### config.mk
export PLATFORM = sky130hd
export DESIGN_NAME = gray_pixel_packer
export DESIGN_NICKNAME = d
export VERILOG_FILES = /design/src/rtl/gray_pixel_packer.sv
export SDC_FILE = /design/constraint.sdc
export NUM_CORES = 1
export LEC_CHECK = 0
export CAP_MARGIN = 40
export CORE_AREA = 2 2 236 168
export DETAILED_ROUTE_END_ITERATION = 10
export DIE_AREA = 0 0 238 170
export GPL_ROUTABILITY_DRIVEN = 0
export MAX_ROUTING_LAYER = met4
export PLACE_DENSITY = 0.62
export SETUP_SLACK_MARGIN = 0.15
export SYNTH_ARGS = -nofsm -noshare
export SYNTH_HDL_FRONTEND = slang
export SYNTH_SLANG_ARGS = --single-unit
### constraint.sdc
create_clock -name clock -period 5.29 [get_ports clock]
set_input_delay 1.058 -clock clock [delete_from_list [all_inputs] [get_ports clock]]
set_output_delay 1.058 -clock clock [all_outputs]
set_load 0.1 [all_outputs]
### src/rtl/gray_pixel_packer.sv
// ============================================================================
// gray_pixel_packer - packs 8-bit gray pixels four per 32-bit word into a FIFO
// drained through a one-cycle custom-instruction port.
// Option macro: GRAY_PACKER_BIG_ENDIAN_EN (first pixel lands in [31:24]).
// Revision: 1.0 - initial release
// ============================================================================
`default_nettype none

module gray_pixel_packer #(
  parameter logic [7:0] customInstructionId = 8'd102,
  parameter int         FIFO_DEPTH_LOG2     = 3
) (
  input  logic        clock,
  input  logic        reset,
  input  logic        pixelValid,
  input  logic [7:0]  pixelData,
  input  logic        frameStart,
  input  logic        start,
  input  logic [7:0]  iseld,
  input  logic [31:0] valueA,
  input  logic [31:0] valueB,
  output logic        done,
  output logic [31:0] result,
  output logic        wordAvailable
);

  localparam int              DEPTH      = 1 << FIFO_DEPTH_LOG2;
  localparam int              PW         = FIFO_DEPTH_LOG2;
  localparam int              CW         = FIFO_DEPTH_LOG2 + 1;
  localparam logic [CW-1:0]   FULL_COUNT = CW'(DEPTH);
  localparam logic [1:0]      CMD_POP    = 2'd1;
  localparam logic [1:0]      CMD_CLEAR  = 2'd2;

  logic [31:0]   mem_q [DEPTH];
  logic [PW-1:0] rd_ptr_q, rd_ptr_d;
  logic [PW-1:0] wr_ptr_q, wr_ptr_d;
  logic [CW-1:0] count_q, count_d;
  logic [1:0]    lane_q, lane_d;
  logic [31:0]   asm_q, asm_d;
  logic          overflow_q, overflow_d;
  logic          done_q, done_d;
  logic [31:0]   result_q, result_d;

  logic          cmd_hit, cmd_pop, cmd_clear;
  logic          fifo_full, fifo_empty;
  logic          pop_fire, push_req, push_fire;
  logic [1:0]    lane_eff, byte_sel;
  logic [31:0]   asm_eff, word_next;
  logic [7:0]    count8;

  logic unused_inputs;
  assign unused_inputs = ^{valueB, valueA[31:2]};

  always_comb begin
    cmd_hit    = start && (iseld == customInstructionId);
    cmd_pop    = cmd_hit && (valueA[1:0] == CMD_POP);
    cmd_clear  = cmd_hit && (valueA[1:0] == CMD_CLEAR);
    fifo_full  = (count_q == FULL_COUNT);
    fifo_empty = (count_q == '0);
    count8     = 8'(count_q);
    pop_fire   = cmd_pop && !fifo_empty;

    // frameStart restarts the word before this cycle's pixel is placed
    lane_eff = frameStart ? 2'd0 : lane_q;
    asm_eff  = frameStart ? 32'h0 : asm_q;
`ifdef GRAY_PACKER_BIG_ENDIAN_EN
    byte_sel = 2'd3 - lane_eff;
`else
    byte_sel = lane_eff;
`endif
    word_next = asm_eff;
    word_next[{byte_sel, 3'b000} +: 8] = pixelData;

    push_req  = pixelValid && (lane_eff == 2'd3) && !cmd_clear;
    push_fire = push_req && (!fifo_full || pop_fire);

    lane_d     = lane_q;
    asm_d      = asm_q;
    rd_ptr_d   = rd_ptr_q;
    wr_ptr_d   = wr_ptr_q;
    count_d    = count_q;
    overflow_d = overflow_q;

    if (cmd_clear) begin
      lane_d     = 2'd0;
      asm_d      = 32'h0;
      rd_ptr_d   = '0;
      wr_ptr_d   = '0;
      count_d    = '0;
      overflow_d = 1'b0;
    end else begin
      lane_d = lane_eff;
      asm_d  = asm_eff;
      if (pixelValid) begin
        lane_d = lane_eff + 2'd1;
        asm_d  = (lane_eff == 2'd3) ? 32'h0 : word_next;
      end
      if (push_fire) wr_ptr_d = wr_ptr_q + PW'(1);
      if (pop_fire)  rd_ptr_d = rd_ptr_q + PW'(1);
      count_d = count_q + CW'(push_fire) - CW'(pop_fire);
      if (push_req && !push_fire) overflow_d = 1'b1;
    end

    // Status and pop data reflect the state before this edge's updates
    done_d   = cmd_hit;
    result_d = 32'h0;
    if (cmd_hit && !cmd_pop && !cmd_clear)
      result_d = {14'b0, fifo_full, overflow_q, 6'b0, lane_q, count8};
    else if (pop_fire)
      result_d = mem_q[rd_ptr_q];
  end

  always_ff @(posedge clock) begin
    if (reset) begin
      rd_ptr_q   <= '0;
      wr_ptr_q   <= '0;
      count_q    <= '0;
      lane_q     <= 2'd0;
      asm_q      <= 32'h0;
      overflow_q <= 1'b0;
      done_q     <= 1'b0;
      result_q   <= 32'h0;
    end else begin
      rd_ptr_q   <= rd_ptr_d;
      wr_ptr_q   <= wr_ptr_d;
      count_q    <= count_d;
      lane_q     <= lane_d;
      asm_q      <= asm_d;
      overflow_q <= overflow_d;
      done_q     <= done_d;
      result_q   <= result_d;
    end
  end

  // Storage needs no reset: occupancy alone decides what is valid
  always_ff @(posedge clock) begin
    if (!reset && push_fire) mem_q[wr_ptr_q] <= word_next;
  end

  assign done          = done_q;
  assign result        = result_q;
  assign wordAvailable = !fifo_empty;

endmodule

`default_nettype wire
==> summary.md, run 1 <==
| Metric | Value |
|---|---|
| Pwr dens | `325 mW/mm^2` |
| Max Clock Skew | `8.09 ps` |
| Die area | `0.0405 mm^2` |
| Crit start category | `input port` |
| IR drop worst, VDD | `0.240 mV` |
| Synth top cells by count | `256 x edfxtp_1, 81 x dfxtp_1, 64 x mux4_2, 59 x nor2_1, 54 x inv_1` |
| First-pass GRT wire length | `43.2 mm` |
| DRC violations left | `0` |
| Slew headroom | `45.9%` |
| Share of layout cells above drive strength 1 | `21.2%` |
| CTS clk-pin slew, worst paths | `70 ps` |
| Critical path endpoint category | `register` |
| Core area | `0.0381 mm^2` |
| Die Height | `170 um` |
| Pins over their slew limit | `0` |
| Initial antenna violation count | `0` |
| H-tree depth | `1` |
| Synth unique cells | `48` |
| Area delta synth->final | `21.5%` |
| Total Wirelength | `27.9 mm` |
| Critical Path AT | `3780 ps` |
| Worst skew pair latency | `560 ps` |
| RSZ-0062 raised after global routing | `no` |
| Worst Path Required | `5480 ps` |
| TritonCTS buffer count | `31` |
| Setup Buffers After CTS | `0` |
| Post-synth top area share | `58.3%` |
| FMAX | `0.279 GHz` |
| Clk root buf | `clkbuf_16` |
| Post-Syn Nets | `882` |
| Most frequent cell after synthesis | `edfxtp_1` |
| CTS Sinks | `337` |
| Tot Pwr | `5.21 mW` |
| Starting DRT DRC Count | `645` |
| Status | `finished clean` |
| Share of the yosys chip area belonging to registers | `70.6%` |
| Area leader, netlist | `edfxtp_1` |
| CTS tree | `done` |
| Antenna cells | `0` |
| Gr usage total | `14.5%` |
| Netlist Area Pre-Place | `0.0132 mm^2` |
| Inst Count DP | `1344` |
| Nets | `980` |
| Vias per cell | `5.01` |
| Max-cap violations | `0` |
| Yosys warning total | `0` |
| Starting density of the core | `34.6%` |
| Antenna viol nets, final | `0` |
| Final Hold Viols | `0` |
| WS Path Type | `input port to register` |
| Gr ovfl total | `0` |
| Min Hold Slack | `462 ps` |
| Max clock buf depth | `3` |
| Row cnt | `60` |
| Register bit total from synthesis | `337` |
| Detailed placement HPWL | `16.5 mm` |
| Vias in the first global route | `7080` |
| Fin crit share | `67.8%` |
| Worst-margin pin slew | `809 ps` |
| Hold WC Path Type | `register to register` |
| Via count | `7025` |
| Synth Flop Type | `edfxtp_1` |
| Dominant cells by area after synthesis | `edfxtp_1 58%, dfxtp_1 12%, mux4_2 11%` |
| Pre-antenna DRT Iters | `5` |
| Crit path time final | `3590 ps` |
| # setup viols final | `0` |
| I/O Pins | `119` |
| Die width | `238 um` |
| Post-CTS Hold Buffers | `0` |
| Routed len/inst | `19.9 um` |
| Leakage power | `5.32 nW` |
| Post_cts resized | `0` |
| Largest net degree at the start of global routing | `54` |
| Syn avg cell area | `16.8 um^2` |
| Post-synth EDFFs | `256` |
| CP max FO | `32` |
| Post-synth ARST share | `0%` |
| Non-Filler Instances | `1402` |
| Synth Instances | `784` |
| Port bufs | `56` |
-- routing by layer --
layer | GRT usage (%) | part of all wire (%)
met3 | 2.69 | 5.3
met2 | 21.4 | 45
met1 | 21.2 | 48
met5 | - | 0
met4 | 2.83 | 1.5
-- per-stage QoR --
stage	utilization (%)	area [um^2]	TNS (ps)	worst slack, ps
floorplan	-	13200	-9830	-51.2
global placement	37.6	14300	0	1150
detailed placement	39.3	15000	0	1130
CTS	42.0	16000	0	1730
global route	42.0	16000	0	1650
finish	42.0	16000	0	1700
-- registers in the layout (all words and copies together) (netlist names), named ones only --
name / count
asm_q: 32
count_q: 4
done: 1
lane_q: 2
mem_q: 256
overflow_q: 1
rd_ptr_q: 3
result: 32
wr_ptr_q: 3
-- cell usage in the layout, fill, tap and decap left out, types with 12 or more instances in the layout --
cell type	n
edfxtp_1	256
dfxtp_1	78
mux4_2	64
nor2_1	59
clkdlybuf4s50_1	55
inv_1	54
mux2i_1	35
clkbuf_16	32
buf_8	31
nor3b_1	26
a31oi_1	23
o32a_1	23
buf_4	18
nand2_1	17
ha_1	12
-- final cells by class --
cell class | count | area (um^2)
timing repair buffer | 113 | 1330
sequential | 337 | 9320
multi-input combinational | 345 | 3510
fill | 3387 | 22100
inverter | 54 | 203
clock inverter | 13 | 120
clock buffer | 44 | 926
tap | 496 | 621
-- worst max-delay path, cell delays in order --
cell	delay [ps]
clkdlybuf4s50_1	470
or3b_4	400
or4_4	590
a211o_2	440
nor4b_4	220
buf_4	540
-- worst paths after layout --
check	from	depth (start not counted)	slack (ps)	end
setup / recovery	iseld[6]	6	1700	mem_q[0][20]
hold / removal	asm_q[25]	1	460	asm_q[25]
setup reg to reg	count_q[2]	7	2290	mem_q[0][20]
hold reg to reg	asm_q[25]	1	460	asm_q[25]
-- where the power goes --
part	internal, mW	total [mW]	switching, mW
sequential	2.83	2.83	0.00198
combinational	0.0358	0.108	0.0718
clock	1.31	2.27	0.959
total	4.17	5.21	1.03
-- cell families (layout without fill, tap and decap cells) --
| logic type | after synthesis | after routing | synth area share [%] |
|---|---|---|---|
| flip-flops | 337 | 337 | 70.6 |
| multiplexers | 100 | 100 | 13.7 |
| buffers and inverters | 102 | 224 | 3.00 |
| AO/OA/AOI/OAI | 77 | 77 | 4.72 |
| AND/OR/NAND/NOR | 151 | 151 | 6.47 |
| XOR/XNOR | 4 | 4 | 0.266 |
| adder cells (fa/ha/maj) | 13 | 13 | 1.29 |
Note: power is estimated with default switching activity, not from simulation.
==> inputs of run 2 (changes only) <==
PLACE_DENSITY = 0.61   (was 0.62)
clock period = 3.65 ns   (was 5.29 ns; I/O delays follow)
==> run 2 against run 1 <==
Net effect:
- worst hold slack barely moved
- power is 47% higher
- clock-buffer cell count is 5 lower
- flip-flop and latch count did not move
- setup slack worse by 1000 ps
- combinational power rose by 47%
- final area increased by 1.9%
- critical path type unchanged
- largest cell class unchanged
- largest power group unchanged
==> summary.md, run 2 (synthesis gave the netlist of run 1 again) <==
| Metric | Value |
|---|---|
| Status | `finished clean` |
| Reg2reg start | `count_q[3]` |
| Max Clock Skew | `14.0 ps` |
| Non-Filler Instances | `1419` |
| Max reg flops | `256` |
| Nets | `997` |
| Via count | `7078` |
| Gr usage total | `14.8%` |
| Row cnt | `60` |
| Inst Count DP | `1363` |
| Total Wirelength | `28.7 mm` |
| IR drop worst, VDD | `0.316 mV` |
| Pre-antenna DRT Iters | `5` |
| Reg2reg end | `mem_q[4][31]` |
| Die area | `0.0405 mm^2` |
| Vias in the first global route | `7224` |
| Clk root buf | `clkbuf_16` |
| Hold WC Path Type | `register to register` |
| Internal power | `6.15 mW` |
| Max clock buf depth | `3` |
| Die Height | `170 um` |
| Slowest stage cell, crit path | `or4_4` |
| Crit path time final | `2960 ps` |
| Leakage power | `5.47 nW` |
| # setup viols final | `0` |
| Placed Area | `0.0153 mm^2` |
| Hold wc startpoint | `asm_q[24]` |
| Antenna viol nets, final | `0` |
| Commonest non-fill, non-tap cell in the layout | `edfxtp_1` |
| Fin crit share | `81.2%` |
| Setup slack, reg-to-reg | `820 ps` |
| PnR worst setup slack | `688 ps` |
| Worst skew pair latency | `570 ps` |
| Largest net degree at the start of global routing | `53` |
| Initial antenna violation count | `0` |
| Worst-margin pin slew | `699 ps` |
| Slew headroom | `52.8%` |
| Clock share of power | `44.4%` |
| Area delta synth->final | `23.8%` |
| Core area | `0.0381 mm^2` |
| Detailed placement HPWL | `18.0 mm` |
| Largest reg by FF count | `mem_q` |
| FMAX | `0.338 GHz` |
| Critical Path AT | `3220 ps` |
| First-pass GRT wire length | `44.3 mm` |
| Critical Path, Cell by Cell | `clkdlybuf4s50_1 -> or3b_4 -> or4_4 -> a211o_4 -> buf_12 -> nor3_4 -> buf_12` |
| Pwr dens | `469 mW/mm^2` |
| P_sw | `1.51 mW` |
| Post_cts resized | `0` |
| Final Hold Viols | `0` |
| Hold depth | `1` |
| CTS tree | `done` |
| Post-route cell area | `0.0163 mm^2` |
| Sum Neg Setup Slack | `0 ps` |
| Layout fillers | `3354` |
| Most frequent cell on the critical path | `buf_12` |
| Gr ovfl total | `0` |
| R2R cell count | `8` |
| Sequential power share | `53.5%` |
| Antenna cells | `0` |
| Setup Buffers After CTS | `0` |
| Max-cap violations | `0` |
| H-tree depth | `1` |
| CP max FO | `21` |
| CTS clk-pin slew, worst paths | `70 ps` |
| DRC violations left | `0` |
| Pre-CTS WS | `98.0 ps` |
| Crit start category | `input port` |
| I/O Pins | `119` |
| Die width | `238 um` |
| Vias per cell | `4.99` |
| TritonCTS buffer count | `30` |
| Pins over their slew limit | `0` |
| Sw frac | `19.7%` |
| RSZ-0062 raised after global routing | `no` |
| Most frequent cells in the layout | `256 x edfxtp_1, 78 x dfxtp_1, 64 x mux4_2` |
| Starting density of the core | `34.6%` |
| Port bufs | `56` |
| Post-CTS Hold Buffers | `0` |
| Tot Pwr | `7.66 mW` |
| Crit-path max cell delay | `470 ps` |
| Critical path endpoint category | `register` |
| CTS Sinks | `337` |
| Combinational power share | `2.1%` |
| Core Util, Final | `42.8%` |
| Starting DRT DRC Count | `567` |
| Min Hold Slack | `462 ps` |
| Worst Path Required | `3910 ps` |
| Share of layout cells above drive strength 1 | `22.9%` |
| WS Path Type | `input port to register` |
| Routed len/inst | `20.2 um` |
| Worst Hold End | `asm_q[24]` |
## run 2: cell types whose count changed in the layout (fill, tap and decap cells not counted), moves of 3 or more
cell,change
buf_12,+13
buf_16,-3
buf_4,+10
bufinv_16,+4
clkbuf_1,+3
clkbuf_8,-7
nor3_2,-6
nor3_4,+6
## run 2: cell type report
type	instances	area, um^2	share of cell area, %
clock buffer	39	816	5.00
clock inverter	17	241	1.48
inverter	54	203	1.24
multi-input combinational	345	3570	21.9
sequential	337	9320	57.0
tap	496	621	3.80
timing repair buffer	131	1560	9.56
## run 2: how the worst max path moves through the flow
stage	startpoint	to	slack, ps
2_1_floorplan	iseld[7]	mem_q[0][0]	-70
3_3_place_gp	iseld[6]	mem_q[7][11]	130
3_5_place_dp	iseld[6]	mem_q[4][4]	100
4_1_cts	iseld[6]	mem_q[4][4]	700
5_1_grt	iseld[6]	mem_q[4][13]	640
6_report	iseld[6]	mem_q[4][31]	690
## run 2: layer usage
metal	track usage, %	routed length, um	vias to the layer above
met5	-	0	-
met4	3.26	555	0
met3	2.48	1520	45
met2	21.4	12300	180
met1	22.0	14300	3590
li1	-	-	3263
## run 2: power groups by stage
stage | Combinational [mW] | Clock [mW] | Sequential, mW
after global placement | 0.154 | 0 | 4.18
after detailed placement | 0.157 | 0 | 4.18
final | 0.159 | 3.40 | 4.10
after global routing | 0.173 | 3.64 | 4.10
after CTS | 0.157 | 3.47 | 4.10
after floorplan | 0.0858 | 0 | 4.18
## run 2: critical path, delay by kind of cell
family,cells,cell delay (ps)
AND/OR/NAND/NOR,3,1170
buffers and inverters,3,870
AO/OA/AOI/OAI,1,420
==> inputs of run 3 (changes only) <==
PLACE_DENSITY = 0.62   (was 0.61)
clock period = 2.6 ns   (was 3.65 ns; I/O delays follow)
==> run 3 against run 2 <==
Net effect:
- global-route usage rose by 1.9 points
- sequential power rose by 40%
- via count rose by 7.6%
- critical path depth rose by 2
- clock skew barely moved
- register-to-register slack got worse by 800 ps
- final cell count rose by 3.8%
==> summary.md, run 3 (synthesis gave the netlist of run 1 again) <==
| Metric | Value |
|---|---|
| Largest net degree at the start of global routing | `51` |
| Slowest stage cell, crit path | `or4_4` |
| R2R cell count | `10` |
| Starting DRT DRC Count | `858` |
| Status | `finished clean` |
| Vias in the first global route | `7812` |
| Max Clock Skew | `14.1 ps` |
| Area delta synth->final | `28.9%` |
| Total Wirelength | `33.1 mm` |
| Max reg flops | `256` |
| TritonCTS buffer count | `31` |
| Pre-CTS WS | `-642 ps` |
| Port bufs | `56` |
| Nets | `1052` |
| Core area | `0.0381 mm^2` |
| IR drop worst, VDD | `0.499 mV` |
| PnR worst setup slack | `13.1 ps` |
| Die width | `238 um` |
| # setup viols final | `0` |
| Worst Path Required | `2880 ps` |
| Placed Area | `0.0150 mm^2` |
| Starting density of the core | `34.6%` |
| WS Path Type | `input port to register` |
| Fin crit share | `99.5%` |
| Critical Path AT | `2870 ps` |
| Clk root buf | `clkbuf_16` |
| Largest reg by FF count | `mem_q` |
| Die area | `0.0405 mm^2` |
| CTS tree | `done` |
| Min Hold Slack | `424 ps` |
| Via count | `7616` |
| CP max FO | `8` |
| Commonest non-fill, non-tap cell in the layout | `edfxtp_1` |
| Critical Path, Cell by Cell | `clkdlybuf4s50_1 -> nand4b_1 -> or4_4 -> a211o_4 -> buf_6 -> nor4b_4 -> buf_6 -> buf_12 -> buf_12` |
| Row cnt | `60` |
| Max-cap violations | `0` |
| Setup slack, reg-to-reg | `20 ps` |
| RSZ-0062 raised after global routing | `yes` |
| H-tree depth | `1` |
| Tot Pwr | `10.5 mW` |
| Critical path endpoint category | `register` |
| Hold WC Path Type | `input port to register` |
| Crit start category | `input port` |
| Initial antenna violation count | `0` |
| Met3 GRT Util | `3.15%` |
| Pwr dens | `620 mW/mm^2` |
| Antenna viol nets, final | `0` |
| Reg2reg start | `count_q[2]` |
| Antenna cells | `0` |
| Gr usage total | `16.7%` |
| Vias per cell | `5.17` |
| Hold wc startpoint | `frameStart` |
| CTS clk-pin slew, worst paths | `60 ps` |
| DRC violations left | `0` |
| Sum Neg Setup Slack | `0 ps` |
| Core Util, Final | `44.6%` |
| Final Hold Viols | `0` |
| Max clock buf depth | `3` |
| Leakage power | `5.93 nW` |
| Busiest grt layer | `met2` |
| Worst-margin pin slew | `855 ps` |
| Routed len/inst | `22.4 um` |
| Pins over their slew limit | `0` |
| First-pass GRT wire length | `48.8 mm` |
| Gr ovfl total | `0` |
| Share of layout cells above drive strength 1 | `31.5%` |
| Most frequent cells in the layout | `256 x edfxtp_1, 102 x buf_4, 76 x dfxtp_1` |
| CTS Sinks | `337` |
| Slew headroom | `42.6%` |
| Crit-path max cell delay | `560 ps` |
| Non-Filler Instances | `1473` |
| Routing usage on met2 | `24.3%` |
| Inst Count DP | `1366` |
| Met1 Use GR | `24.3%` |
| FMAX | `0.387 GHz` |
| Pre-antenna DRT Iters | `5` |
| Layout fillers | `3294` |
| Reg2reg end | `mem_q[2][18]` |
| Worst Setup SP | `iseld[2]` |
| Post-CTS Hold Buffers | `0` |
| I/O Pins | `119` |
| Detailed placement HPWL | `18.5 mm` |
| Crit path time final | `2590 ps` |
| CP Capture Point | `mem_q[2][18]` |
| Worst skew pair latency | `580 ps` |
| Post-route cell area | `0.0170 mm^2` |
| Die Height | `170 um` |
| Hold depth | `4` |
-- run 3: where the power goes --
group | leakage, nW | switching, mW | internal (mW)
Combinational | 2.31 | 0.167 | 0.0966
Sequential | 3.13 | 0.00602 | 5.75
Clock | 0.485 | 1.94 | 2.57
Total | 5.93 | 2.12 | 8.42
-- run 3: worst max-delay path: cells and delay by family --
family | cells | cell delay, ps
AO/OA/AOI/OAI | 1 | 380
AND/OR/NAND/NOR | 3 | 910
buffers and inverters | 5 | 1050
-- run 3: how the worst min path moves through the flow --
stage / end / slack [ps]
after floorplan: asm_q[24] / 430
after global placement: asm_q[29] / 440
after detailed placement: asm_q[29] / 440
after CTS: asm_q[30] / 430
after global routing: asm_q[30] / 460
final: asm_q[30] / 420
-- run 3: cell type report --
cell class	instances	area (um^2)	area share (%)
clock inverter	13	143	0.839
timing repair buffer	185	2190	12.9
multi-input combinational	345	3670	21.6
inverter	54	203	1.19
sequential	337	9320	54.8
tap	496	621	3.65
clock buffer	43	851	5.00
-- run 3: routing by layer --
layer	share of wire [%]	routed length [um]	up-vias
met5	0	0	-
met4	1.9	618	0
met3	7.8	2570	46
met2	44	14600	264
met1	46	15300	3923
li1	-	-	3383
-- run 3: repair_timing --
item	CTS	global route
cloned	16	5
setup buffers	28	2
setup endpoints to repair	259	259
gates resized for setup	60	5
pin swaps	9	5
